`src/rtl/clah_digit_serial_adder.sv`:
```
// ---------------------------------------------------------------------------
// clah_digit_serial_adder
//
// Multi-cycle carry look-ahead adder. It adds two WIDTH-bit unsigned operands
// plus a carry-in, processing DIGIT bits per clock. Each RUN cycle, one digit
// slice forms generate/propagate terms and resolves every in-digit carry in
// flattened look-ahead form from the registered carry. The digit carry-out is
// registered and feeds the next digit.
//
// Parameters:
//   WIDTH : operand and sum width; must be an integer multiple of DIGIT
//   DIGIT : bits processed per clock (N = WIDTH/DIGIT digit cycles)
//
// Ports:
//   clk   : clock; all state updates on the rising edge
//   rst_n : asynchronous active-low reset
//   start : request, sampled only while idle
//   a, b  : operands, captured when start is accepted
//   cin   : carry-in to bit 0, captured when start is accepted
//   busy  : high while digits are being processed
//   done  : one-cycle completion pulse
//   sum   : registered result, held until the next completion
//   cout  : registered carry-out of bit WIDTH-1
// ---------------------------------------------------------------------------
module clah_digit_serial_adder #(
    parameter int WIDTH = 16,
    parameter int DIGIT = 4
) (
    input  logic             clk,
    input  logic             rst_n,
    input  logic             start,
    input  logic [WIDTH-1:0] a,
    input  logic [WIDTH-1:0] b,
    input  logic             cin,
    output logic             busy,
    output logic             done,
    output logic [WIDTH-1:0] sum,
    output logic             cout
);

    localparam int N     = WIDTH / DIGIT;
    localparam int CNT_W = (N > 1) ? $clog2(N) : 1;

    localparam logic [1:0] ST_IDLE = 2'd0;
    localparam logic [1:0] ST_RUN  = 2'd1;
    localparam logic [1:0] ST_DONE = 2'd2;

    logic [1:0]       state_r;
    logic [CNT_W-1:0] cnt_r;
    logic [WIDTH-1:0] a_r;
    logic [WIDTH-1:0] b_r;
    logic             carry_r;
    logic [WIDTH-1:0] psum_r;
    logic [WIDTH-1:0] sum_r;
    logic             cout_r;
    logic             busy_r;
    logic             done_r;

    logic [DIGIT-1:0]       g_s;
    logic [DIGIT-1:0]       p_s;
    logic [DIGIT:0]         c_s;
    logic [DIGIT-1:0]       sum_dig_s;
    logic [WIDTH+DIGIT-1:0] cat_s;
    logic [WIDTH-1:0]       psum_next_s;
    logic                   last_s;
    logic                   term_s;
    logic                   cj_s;

    // The operand registers shift right each cycle, so the active digit is
    // always the low DIGIT bits; no variable indexing is needed.
    assign g_s = a_r[DIGIT-1:0] & b_r[DIGIT-1:0];
    assign p_s = a_r[DIGIT-1:0] ^ b_r[DIGIT-1:0];

    // Look-ahead carries: c[j+1] = OR_k (g[k] & p[k+1..j]) | (p[0..j] & c0),
    // expanded as a flat sum of products per carry rather than a ripple chain.
    always_comb begin
        c_s    = '0;
        term_s = 1'b0;
        cj_s   = 1'b0;
        c_s[0] = carry_r;
        for (int j = 0; j < DIGIT; j++) begin
            cj_s = 1'b0;
            for (int k = 0; k <= j; k++) begin
                term_s = g_s[k];
                for (int m = k + 1; m <= j; m++) begin
                    term_s = term_s & p_s[m];
                end
                cj_s = cj_s | term_s;
            end
            term_s = carry_r;
            for (int m = 0; m <= j; m++) begin
                term_s = term_s & p_s[m];
            end
            c_s[j+1] = cj_s | term_s;
        end
    end

    assign sum_dig_s = p_s ^ c_s[DIGIT-1:0];

    // The new digit enters at the top of the partial sum, which shifts right.
    // After N digits, digit 0 has reached bit 0.
    assign cat_s       = {sum_dig_s, psum_r};
    assign psum_next_s = cat_s[WIDTH+DIGIT-1:DIGIT];
    assign last_s      = (cnt_r == CNT_W'(N - 1));

    // Control FSM and datapath registers: capture, digit processing, completion.
    always_ff @(posedge clk or negedge rst_n) begin
        if (!rst_n) begin
            state_r <= ST_IDLE;
            cnt_r   <= '0;
            a_r     <= '0;
            b_r     <= '0;
            carry_r <= 1'b0;
            psum_r  <= '0;
            sum_r   <= '0;
            cout_r  <= 1'b0;
            busy_r  <= 1'b0;
            done_r  <= 1'b0;
        end else begin
            case (state_r)
                ST_IDLE: begin
                    done_r <= 1'b0;
                    if (start) begin
                        a_r     <= a;
                        b_r     <= b;
                        carry_r <= cin;
                        cnt_r   <= '0;
                        psum_r  <= '0;
                        busy_r  <= 1'b1;
                        state_r <= ST_RUN;
                    end else begin
                        busy_r  <= 1'b0;
                        state_r <= ST_IDLE;
                    end
                end
                ST_RUN: begin
                    a_r     <= a_r >> DIGIT;
                    b_r     <= b_r >> DIGIT;
                    carry_r <= c_s[DIGIT];
                    psum_r  <= psum_next_s;
                    cnt_r   <= cnt_r + CNT_W'(1);
                    if (last_s) begin
                        sum_r   <= psum_next_s;
                        cout_r  <= c_s[DIGIT];
                        busy_r  <= 1'b0;
                        done_r  <= 1'b1;
                        state_r <= ST_DONE;
                    end else begin
                        busy_r  <= 1'b1;
                        state_r <= ST_RUN;
                    end
                end
                ST_DONE: begin
                    done_r  <= 1'b0;
                    busy_r  <= 1'b0;
                    state_r <= ST_IDLE;
                end
                default: begin
                    busy_r  <= 1'b0;
                    done_r  <= 1'b0;
                    state_r <= ST_IDLE;
                end
            endcase
        end
    end

    assign busy = busy_r;
    assign done = done_r;
    assign sum  = sum_r;
    assign cout = cout_r;

endmodule

```
`config.mk`:
```
export PLATFORM = sky130hd
export DESIGN_NAME = clah_digit_serial_adder
export DESIGN_NICKNAME = d
export VERILOG_FILES = /design/src/rtl/clah_digit_serial_adder.sv
export SDC_FILE = /design/constraint.sdc
export NUM_CORES = 1
export LEC_CHECK = 0
export CORE_MARGIN = 3
export CORE_UTILIZATION = 56
export DETAILED_ROUTE_END_ITERATION = 12
export GPL_TIMING_DRIVEN = 0
export PLACE_DENSITY = 0.85
export SETUP_SLACK_MARGIN = 0.15
export SLEW_MARGIN = 20
export SYNTH_ARGS = -nofsm -noshare
export SYNTH_HDL_FRONTEND = slang
export SYNTH_SLANG_ARGS = --single-unit
```
`constraint.sdc`:
```
create_clock -name clk -period 5.1 [get_ports clk]
set_input_delay 1.02 -clock clk [delete_from_list [all_inputs] [get_ports clk]]
set_output_delay 1.02 -clock clk [all_outputs]
set_load 0.01 [all_outputs]
```
# Yosys cells after proc, flatten, opt, wreduce, memory -nomap -nowiden
# Index checks and enable logic that the tools add are counted.
[op_classes]
addsub = 1
n_eq_ne = 4
muxes = 18
n_bitwise = 23
reduce_logical = 4
[ops]
columns = ["cell", "n"]
rows = [
  ["16-bit one-hot mux with 2 select lines", 3],
  ["16-bit two-way mux", 3],
  ["1-bit AND", 10],
  ["1-bit bitwise OR", 10],
  ["2-bit one-hot mux with 2 select lines", 2],
  ["4-bit bitwise XOR", 2],
  ["1-bit two-way mux", 6],
  ["4-bit AND", 1],
  ["2-bit two-way mux", 2],
  ["2-bit inequality test (second input constant)", 2],
  ["1-bit one-hot mux with 2 select lines", 2],
  ["2-bit AND reduction", 2],
  ["2-bit by 1-bit adder with 2-bit output (second input constant)", 1],
  ["2-bit by 1-bit == test with 1-bit output (second input constant)", 1],
  ["2-bit == test (second input constant)", 1],
  ["2-bit zero test", 1],
  ["2-bit nonzero test", 1],
]
[word_totals]
regBits = 72
in_bits = 36
out_inout_bits = 19
word_cells = 60

# Longest topological paths before layout
[logic_depth]
depth_word = 9
ltp_mapped = 5
depth_no_buf = 5

# Worst setup path after synthesis
# OpenSTA, ideal clock, no wires.
[synth_timing]
kind = "input -> register"
startpoint = "in start"
endpoint = "reg a_r[0]"
setup_time_ns = 0.132
arrival_ns = 1.732
t_required_ns = 4.968
setup_slack_ns = 3.236
stages = 5
path_buffers = 2
cell_sequence = "nor3b_2 -> buf_4 -> buf_8 -> mux2i_1 -> o21ai_1"
[synth_via]
elab_chain_cells = 2
[synth_rtl]
columns = ["item", "line", "text"]
rows = [
  ["start, declared", "31", "input logic start,"],
  ["2-bit inequality test (no source line)", "-", ""],
  ["2-bit AND reduction (no source line)", "-", ""],
  ["end signal, assigned", "137", "a_r <= a_r >> DIGIT;"],
  ["end, declared", "50", "logic [WIDTH-1:0] a_r;"],
]
# Every way passes these cells.
# A chain may end at the register's enable or synchronous reset.

==> key figures <==
Run status
  – Status: finished clean

Clocking
  – CTS Sinks: 67
  – Post-CTS sizing: 0
  – Number of H-tree levels: 3
  – Post-CTS Hold Buffers: 0
  – Root Driver: clkbuf_8
  – CTS tree: done
  – Post-CTS Setup Inserts: 0
  – Clock Pin Slew Worst Setup and Hold Paths: ~0.07 ns
  – TritonCTS Buffers: 9
  – Later-pin clock latency in the skew report: about 0.34 ns
  – Clock Path Buffers: 2

Layout
  – Multi-input gate area: about 1100 um2
  – Most frequent cells in the layout: nand2_1, dfrtp_1, clkdlybuf4s50_1
  – Final Util: 0.773
  – Area Overhead vs Synth: 28.5%
  – # fillers: between 300 and 400
  – Net count reported at finish: approximately 380
  – Layout cells sized above 1: 0.139
  – ANT cells: 0
  – Storage cell area: 1680 um2

Timing
  – Final min period: ~2.4 ns
  – Final Hold Viols: 0
  – TNS Setup: 0 ns
  – Worst-Margin Slew: about 0.52 ns
  – Setup Skew: ~0.0056 ns
  – FMAX: about 400 MHz
  – RSZ-0062 raised after global routing: false
  – Relative slew slack: 0.652
  – Final period util: 0.478
  – Hold WS: 0.494 ns
  – Max Transition Viols Final: 0
  – Final setup viols: 0

Min path
  – HP Class: flop to flop
  – Worst Hold End: b_r[10]$_DFFE_PN0P_
  – Hold Crit Start: b_r[14]$_DFFE_PN0P_
  – Hold path cells: 2

Floorplanning
  – Die area: roughly 6000 um2
  – # rows: 25
  – Die height: 78.4 um
  – Core Area: 4880 um2
  – Initial Util: 0.601
  – Top Ports: 55
  – Die W: 78.4 um

Logic synthesis
  – XOR/XNOR Fraction of Synth Area: 0.00299
  – Post-synthesis compound-gate area fraction: 0.107
  – Syn_nets: between 300 and 400
  – Mapped Area: between 2000 and 3000 um2
  – Warnings from Yosys: 0
  – Distinct cells, synth: 32
  – Mux cell area share after synthesis: 0.136
  – Register bit total from synthesis: 67
  – Post-Synth Simple-Gate Area: 0.111
  – Post-Syn Instances: between 200 and 300
  – Sequential area share after synthesis: 0.571
  – Synth Area in Adders: 0.0324
  – Main combinational cell family by area after synthesis: multiplexers
  – Syn Area/Cell: ~11 um2

Power
  – Sw power: approximately 0.85 mW
  – Design Power: approximately 2.3 mW
  – Combinational share of power: 0.423
  – Clk pwr share: 0.188
  – Sw Share: 0.367
  – Sequential power share: 0.388
  – Internal power: 1.46 mW
  – Power Dens Cells: 614 nW/um2
  – Worst VDD drop: about 0.4 mV
  – Leakage power: 1.69 nW

Drt
  – Final antenna-violating net count: 0
  – Iter 0 DRT Violations: 138
  – Vias post-DR: roughly 2.2k
  – DR DRC count: 0
  – Wire length per cell: 17.3 um
  – Via density: 5.56
  – Drt first pass iters: 4
  – WL final: approximately 7000 um

Setup path
  – Buf/Inv on CP: 1
  – Worst R2R Path Depth: 5
  – CP max stage cell: clkdlybuf4s50_1
  – CP peak stage delay: 0.59 ns
  – Critical Path RT: 4.08 ns
  – Crit. End Element: primary output
  – Startpoint Class: flop
  – CP delay by family, top: buffers and inverters
  – WS Path Type: flop to primary output
  – Cells along the critical path: clkdlybuf4s50_1
  – Critical Path Fanout Max: 7
  – Reg2Reg Setup Slack: 3.10 ns
  – FF-to-FF End: carry_r$_DFFE_PN0P_
  – CP arrival: between 1 and 1.5 ns
  – Launching point of the worst reg2reg path: a_r[0]$_DFFE_PN0P_

Global routing
  – Number of global-route vias before repair: approximately 2.4k
  – First-pass GRT wire length: between 10000 and 15000 um
  – Total Routing Usage GR: 0.251
  – GRT Residual Overflow: 0
  – Largest net degree at the start of global routing: 39
  – Initial antenna violation count: 0

Place
  – Final HPWL DP: between 4000 and 5000 um
  – Port bufs: 54
  – RePlAce Congestion: roughly 0.76

Run
  – Number of max-cap violations: 0
-- flip-flops by register name, summed over array words and instances (netlist names) --
name     count
a_r         16
b_r         16
sum         16
psum_r      12
cnt_r        2
state_r      2
carry_r      1
cout         1
done         1
-- routing by layer --
| metal | share of wire | up-vias | wire length (um) | track usage |
|---|---|---|---|---|
| li1 | - | 1041 | - | - |
| met1 | 0.43 | 1117 | 3030 | 0.315 |
| met2 | 0.49 | 68 | 3460 | 0.426 |
| met3 | 0.048 | 20 | 334 | 0.0573 |
| met4 | 0.025 | 0 | 175 | 0.0927 |
| met5 | 0 | - | 0 | 0 |
-- area by class of cell --
cell class / count / area share
Inverter: 1 / 0.000996
Sequential cell: 67 / 0.445
Timing Repair Buffer: 55 / 0.148
Multi-Input combinational cell: 181 / 0.303
Clock inverter: 2 / 0.00929
Clock buffer: 13 / 0.0422
Tap cell: 67 / 0.0222
Buffer: 18 / 0.0295
-- worst max-delay path by stage --
stage | cells after the start | end | from
2_1_floorplan | 5 | a_r[0]$_DFFE_PN0P_ | start
3_3_place_gp | 1 | b_r[13]$_DFFE_PN0P_ | rst_n
3_5_place_dp | 6 | a_r[1]$_DFFE_PN0P_ | start
4_1_cts | 1 | busy | state_r[0]$_DFF_PN0_
5_1_grt | 1 | busy | state_r[0]$_DFF_PN0_
6_report | 1 | busy | state_r[0]$_DFF_PN0_
-- power groups by stage --
stage | registers, mW | logic [mW] | clock network (mW)
finish | 0.898 | 0.980 | 0.436
global route | 0.924 | 1.08 | 0.463
CTS | 0.896 | 0.983 | 0.439
detailed placement | 0.899 | 0.967 | 0
global placement | 0.887 | 0.927 | 0
floorplan | 0.893 | 0.588 | 0
-- per-stage QoR --
stage / area, um2 / worst slack [ns] / std cells
2_1_floorplan: 2930 / 3.24 / 267
3_3_place_gp: 3560 / 0.859 / 388
3_5_place_dp: 3580 / 2.54 / 389
4_1_cts: 3770 / 2.67 / 404
5_1_grt: 3770 / 2.61 / 404
6_report: 3770 / 2.66 / 404
-- synth_stat cells --
cell / instances / area, um2
dfrtp_1: 67 / 1680
clkbuf_1: 3 / 11.3
a211o_2: 1 / 10.0
nor4_1: 1 / 6.26
o21ai_1: 20 / 100
nor2b_1: 1 / 6.26
ha_1: 6 / 75.1
and2_1: 1 / 6.26
o211a_1: 1 / 10.0
nor2_1: 4 / 15.0
nor3b_2: 1 / 12.5
o31a_1: 1 / 8.76
clkbuf_2: 1 / 5.00
o31a_2: 1 / 10.0
buf_4: 2 / 15.0
buf_2: 10 / 50.1
nand2_1: 67 / 251
fa_1: 1 / 20.0
a221o_1: 1 / 10.0
o21ai_0: 25 / 125
o31ai_1: 1 / 7.51
a21oi_1: 1 / 5.00
nand2b_1: 2 / 12.5
buf_8: 2 / 30.0
o32ai_1: 1 / 8.76
o21bai_1: 1 / 7.51
nand3b_1: 2 / 15.0
xnor2_1: 1 / 8.76
o22ai_1: 2 / 12.5
mux2i_1: 24 / 240
inv_1: 1 / 3.75
mux2_2: 14 / 158
-- kinds of logic (layout without fill, tap and decap cells) --
kind of cell | Yosys count | in the layout
AOI/OAI and AO/OA | 56 | 56
xor gates and xnor gates | 1 | 1
adders and majority gates | 7 | 7
buffers and inverters | 19 | 89
DFF | 67 | 67
muxes | 38 | 38
and+or+nand+nor | 79 | 79
No activity file was read; power rests on OpenSTA's default activity.
